$ cat src/rtl/data_mem_resp.sv
// Data-memory responder: single-port data array behind a 2-entry posted store buffer.
// Loads complete one cycle after they are accepted. A load takes the array port ahead
// of the buffer drain.
// Optional feature macro: STORE_FWD_EN. When it is defined, loads are forwarded from the
// store buffer. When it is undefined, a load whose address hits the buffer waits, with
// busy asserted, until the matching entries have drained.
module data_mem_resp #(
  parameter int unsigned ADDR_W = 8,
  parameter int unsigned DATA_W = 8
) (
  input  logic              clk,
  input  logic              start,
  input  logic              loadEn,
  input  logic              storEn,
  input  logic [ADDR_W-1:0] addr,
  input  logic [DATA_W-1:0] storData,
  output logic [DATA_W-1:0] loadData,
  output logic              ack,
  output logic              busy
);

  localparam int unsigned Depth = 2 ** ADDR_W;

  typedef enum logic [0:0] {StIdle, StLrsp} state_e;

  state_e            state_q, state_d;
  logic [1:0]        count_q, count_d;
  logic [ADDR_W-1:0] buf_addr_q [2];
  logic [ADDR_W-1:0] buf_addr_d [2];
  logic [DATA_W-1:0] buf_data_q [2];
  logic [DATA_W-1:0] buf_data_d [2];
  logic [DATA_W-1:0] load_data_q, load_data_d;
  logic [DATA_W-1:0] mem_q [Depth];

  logic              hit0, hit1;
  logic              load_stall, load_go, store_go, drain;
  logic [DATA_W-1:0] load_result;

  // Request decode: address hits, load acceptance, store acceptance and drain slot.
  always_comb begin
    hit0 = (count_q != 2'd0) && (buf_addr_q[0] == addr);
    hit1 = (count_q == 2'd2) && (buf_addr_q[1] == addr);
`ifdef STORE_FWD_EN
    load_stall = 1'b0;
`else
    // Without forwarding, a load must wait until the buffer no longer holds its address.
    load_stall = loadEn & (hit0 | hit1);
`endif
    load_go  = loadEn & ~load_stall;
    busy     = (count_q == 2'd2) | load_stall;
    store_go = storEn & ~busy;
    // The array port is free only when no load uses it this cycle.
    drain    = ~load_go & (count_q != 2'd0);
  end

  // Load result. The youngest matching entry wins. A drain never coincides with an
  // accepted load, so the buffer and the array together give the complete picture.
  always_comb begin
`ifdef STORE_FWD_EN
    if (hit1) begin
      load_result = buf_data_q[1];
    end else if (hit0) begin
      load_result = buf_data_q[0];
    end else begin
      load_result = mem_q[addr];
    end
`else
    load_result = mem_q[addr];
`endif
  end

  // FSM next state: every accepted load produces a response cycle in StLrsp.
  always_comb begin
    state_d = state_q;
    unique case (state_q)
      StIdle:  state_d = load_go ? StLrsp : StIdle;
      StLrsp:  state_d = load_go ? StLrsp : StIdle;
      default: state_d = StIdle;
    endcase
  end

  // Load data register. It holds its value between responses.
  always_comb begin
    load_data_d = load_data_q;
    if (load_go) begin
      load_data_d = load_result;
    end
  end

  // Store buffer next state. Entry 0 is the oldest. The buffer dequeues on a drain and
  // enqueues at the first free slot left after the dequeue.
  always_comb begin
    buf_addr_d = buf_addr_q;
    buf_data_d = buf_data_q;
    if (drain) begin
      buf_addr_d[0] = buf_addr_q[1];
      buf_data_d[0] = buf_data_q[1];
    end
    if (store_go) begin
      if ((count_q == 2'd1) && !drain) begin
        buf_addr_d[1] = addr;
        buf_data_d[1] = storData;
      end else begin
        buf_addr_d[0] = addr;
        buf_data_d[0] = storData;
      end
    end
    count_d = count_q + {1'b0, store_go} - {1'b0, drain};
  end

  // Control and buffer registers with synchronous reset.
  always_ff @(posedge clk) begin
    if (start) begin
      state_q     <= StIdle;
      count_q     <= 2'd0;
      load_data_q <= '0;
      buf_addr_q  <= '{default: '0};
      buf_data_q  <= '{default: '0};
    end else begin
      state_q     <= state_d;
      count_q     <= count_d;
      load_data_q <= load_data_d;
      buf_addr_q  <= buf_addr_d;
      buf_data_q  <= buf_data_d;
    end
  end

  // Data array write port. The array is not reset, and reset discards pending drains.
  always_ff @(posedge clk) begin
    if (!start && drain) begin
      mem_q[buf_addr_q[0]] <= buf_data_q[0];
    end
  end

  assign ack      = (state_q == StLrsp);
  assign loadData = load_data_q;

endmodule

$ cat config.mk
export PLATFORM = sky130hd
export DESIGN_NAME = data_mem_resp
export DESIGN_NICKNAME = d
export VERILOG_FILES = /design/src/rtl/data_mem_resp.sv
export SDC_FILE = /design/constraint.sdc
export NUM_CORES = 2
export LEC_CHECK = 0
export CAP_MARGIN = 20
export CORE_MARGIN = 3
export CORE_UTILIZATION = 50
export CTS_BUF_LIST = sky130_fd_sc_hd__clkbuf_4 sky130_fd_sc_hd__clkbuf_8 sky130_fd_sc_hd__clkbuf_16
export DETAILED_ROUTE_END_ITERATION = 7
export DONT_BUFFER_PORTS = 1
export PLACE_DENSITY_LB_ADDON = 0.2
export SYNTH_ARGS = -nofsm -noshare
export SYNTH_HDL_FRONTEND = slang
export SYNTH_SLANG_ARGS = --single-unit
$ cat constraint.sdc
create_clock -name clk -period 5.1 [get_ports clk]
set_clock_uncertainty 0.15 [all_clocks]
set_input_delay 0.765 -clock clk [delete_from_list [all_inputs] [get_ports clk]]
set_output_delay 0.765 -clock clk [all_outputs]
set_load 0.01 [all_outputs]
==> flow_summary.toml <==
[status]
status = "finished clean"

[finish]
synthToLayoutAreaGrowth_pct = 13.0
nFillCells = 11900
layout.nets = 4249
layout-drive-gt1-share_pct = 23.3
final_area_um2 = 92000

[power]
vdd_drop_max_uv = 327
p_leak_nw = 29.6
power_mw = 38.6
power_density_nw_per_um2 = 419

[global_route]
grt_pass1_wl_mm = 296
grt_max_degree = 629
grt_pass1_vias = 40500
grt_overflow = 0
track_usage_pct = 24.4
antenna_found_initial = 7

[setup_path]
crit_type = "in2reg"
worstPathArrival_ns = 5.33
r2r_start = "buf_addr_q[13]"
cp-end-kind = "register"
worstPathRequired_ns = 5.72
cp_cell_sequence = "buf_16 -> buf_16 -> buf_16 -> mux2i_1 -> o221ai_1 -> o22ai_1 -> o21ai_0 -> nand4_1 -> nor3_1 -> a211o_1"
critPathLaunch = "addr[0]"
start_kind = "input pin"
path_max_fanout = 139
path_common_cell = "buf_16"
max_stage_delay_ns = 0.76
critPathSlowestCell = "nor3_1"

[synth]
synthFlopType = "edfxtp_1"
ys_seq_area_share_pct = 76.6
synth_edf_count = 2048
async_flop_share_pct = 0
yosysUniqueCellTypes = 45
ys_ff_latch = 2091
syn_inst = 4011
syn_avg_cell_area_um2 = 20.3
yosysWarnings = 0
syn_area_um2 = 81400
synth_nets = 4033

[clocking]
cts.sinks = 2091
cts_setup_buffers = 0
clk_latency_ns = 0.82
cts_resized = 0
cts_root_buf = "clkbuf_16"
clk_pin_slew_ns = 0.06
htreeDepth = 4
clockBufferDepth = 3
cts_buffers = 204
cts_tree = "yes"

[timing]
period_needed_ns = 4.71
fin_tns_setup_ns = 0
worstMarginPinSlew_ns = 1.41
finalCritPeriodShare_pct = 92.3
max_slew_margin_pct = 5.69
timing.hold.ws_ns = 0.0997
finalSetupViolCount = 0
drv_slew = 0
max_freq_ghz = 0.212
timing.final.hold_violations = 0
rsz0062_at_grt = "false"

[floorplan]
initial_core_util_pct = 50.5
dieArea_um2 = 168000
die_y_um = 409
core-area_um2 = 161000
io_pins = 30
rows = 147
die_w_um = 409

[routing]
viasPerCell = 6.21
wl_per_cell_um = 31.2
detail-route-antenna-nets = 0
vias = 40700
routed_wl_mm = 204
drtIter0Drc = 5337
drc = 0
first_pass_iters = 6

[hold_path]
hold_class = "in2reg"
min_from = "start"

[run]
drv_cap = 0

[place]
gp_congestion = 0.837
dpl_cell_area_um2 = 84900
io_buffers = 0
dp_hpwl_mm = 116
==> worst max-delay path: cells and delay by family <==
kind / cells / cell delay (ns)
mux: 1 / 0.20
simple gates: 2 / 1.10
compound gates: 4 / 1.14
buf+inv: 3 / 1.77
==> cell families (layout without fill, tap and decap cells) <==
kind of cell	Yosys count	count (layout)	synth area share (%)
AOI/OAI and AO/OA	449	449	3.95
xor gates and xnor gates	18	18	0.194
and+or+nand+nor	484	484	2.64
muxes	710	710	14.9
buffers and inverters	257	639	1.62
DFF	2091	2091	76.6
other	0	1	0
adders and majority gates	2	2	0.0307
==> Yosys cell counts (2+ instances only) <==
cell       instances  area [µm²]
nand3b_1           2        15.0
buf_4             50         375
o311ai_0           2        17.5
clkbuf_1         113         424
buf_2             65         325
nor2b_1           27         169
a21oi_1           34         170
xor2_1             2        17.5
inv_1              4        15.0
edfxtp_1        2048       61500
nor3b_1            3        22.5
and2_1             2        12.5
nand2b_1           5        31.3
buf_6             11         124
buf_1             13        48.8
a22oi_1           72         541
o22ai_1           72         450
nor4_1             9        56.3
a211oi_1          25         188
nand3_1           27         135
a211o_1            8        70.1
mux4_2           402        9050
nor3_1            34         170
nor3_2             6        60.1
nand2_1           21        78.8
o221ai_1         117        1020
nand4_1           26         163
o21ai_0           58         290
nor2_1           316        1190
xnor2_1           16         140
mux2_2            17         191
a21boi_0          57         428
ha_1               2        25.0
dfxtp_1           43         861
mux2i_1          291        2910
a2111oi_0          2        17.5
==> layout make-up <==
type,instances,area (µm²),share of cell area [%]
Clock inverter,115,1180,1.28
Tap cell,2160,2700,2.94
Clock buffer,257,5590,6.07
Inverter,5,18.8,0.0204
Multi-Input combinational cell,1663,17800,19.3
Timing Repair Buffer,262,2310,2.51
Sequential cell,2091,62400,67.8
Antenna cell,1,2.50,0.00272
==> report_power, final <==
part           total [mW]  switching (mW)  leakage [nW]  internal [mW]
combinational        3.02            2.25          7.18          0.762
sequential           20.4           0.352          19.1           20.0
clock                15.2            6.28          3.35           8.89
==> cells in the final DEF, fill, tap and decap left out, drive strengths merged, types with 58 or more instances in the layout <==
cell type  instances
o21ai             58
clkbuf           258
buf              247
o221ai           117
edfxtp          2048
a22oi             72
nor2             317
mux4             402
o22ai             72
clkinv            76
mux2i            291
==> registers in the layout, summed over array words and instances, names as in the netlist <==
name and flops:
ack 1, count_q 2, loadData 8, mem_q 2048, buf_addr_q 16, buf_data_q 16
==> stage by stage <==
step | setup WS, ns | utilization [%] | instances
detailed placement | 0.661 | 52.7 | 6160
finish | 0.391 | 57.1 | 6554
CTS | 1.28 | 57.0 | 6547
global placement | 0.729 | 52.7 | 6159
floorplan | 0.698 | - | 4011
global route | 0.202 | 57.1 | 6553
==> layer usage <==
layer  wire length, µm  global-route usage, %  vias to the layer above
li1                  -                      -                    17100
met1             84300                   35.7                    21500
met2             97100                   38.0                     1802
met5                 0                      0                        -
met4              5110                   6.57                        0
met3             17700                   4.66                      269
==> worst paths after layout <==
kind	end	depth (start not counted)	slack [ns]
worst max register to register	mem_q[251][7]	9	1.30
worst min-delay path	buf_data_q[15]	2	0.1
worst min register to register	buf_data_q[6]	2	0.35
worst max-delay path	loadData[5]	10	0.39
==> timing repair <==
action                     4_1_cts  5_1_grt
hold endpoints to repair        34        0
hold buffers                    15        0
setup endpoints to repair        0        2
Note: power is estimated with default switching activity, not from simulation.
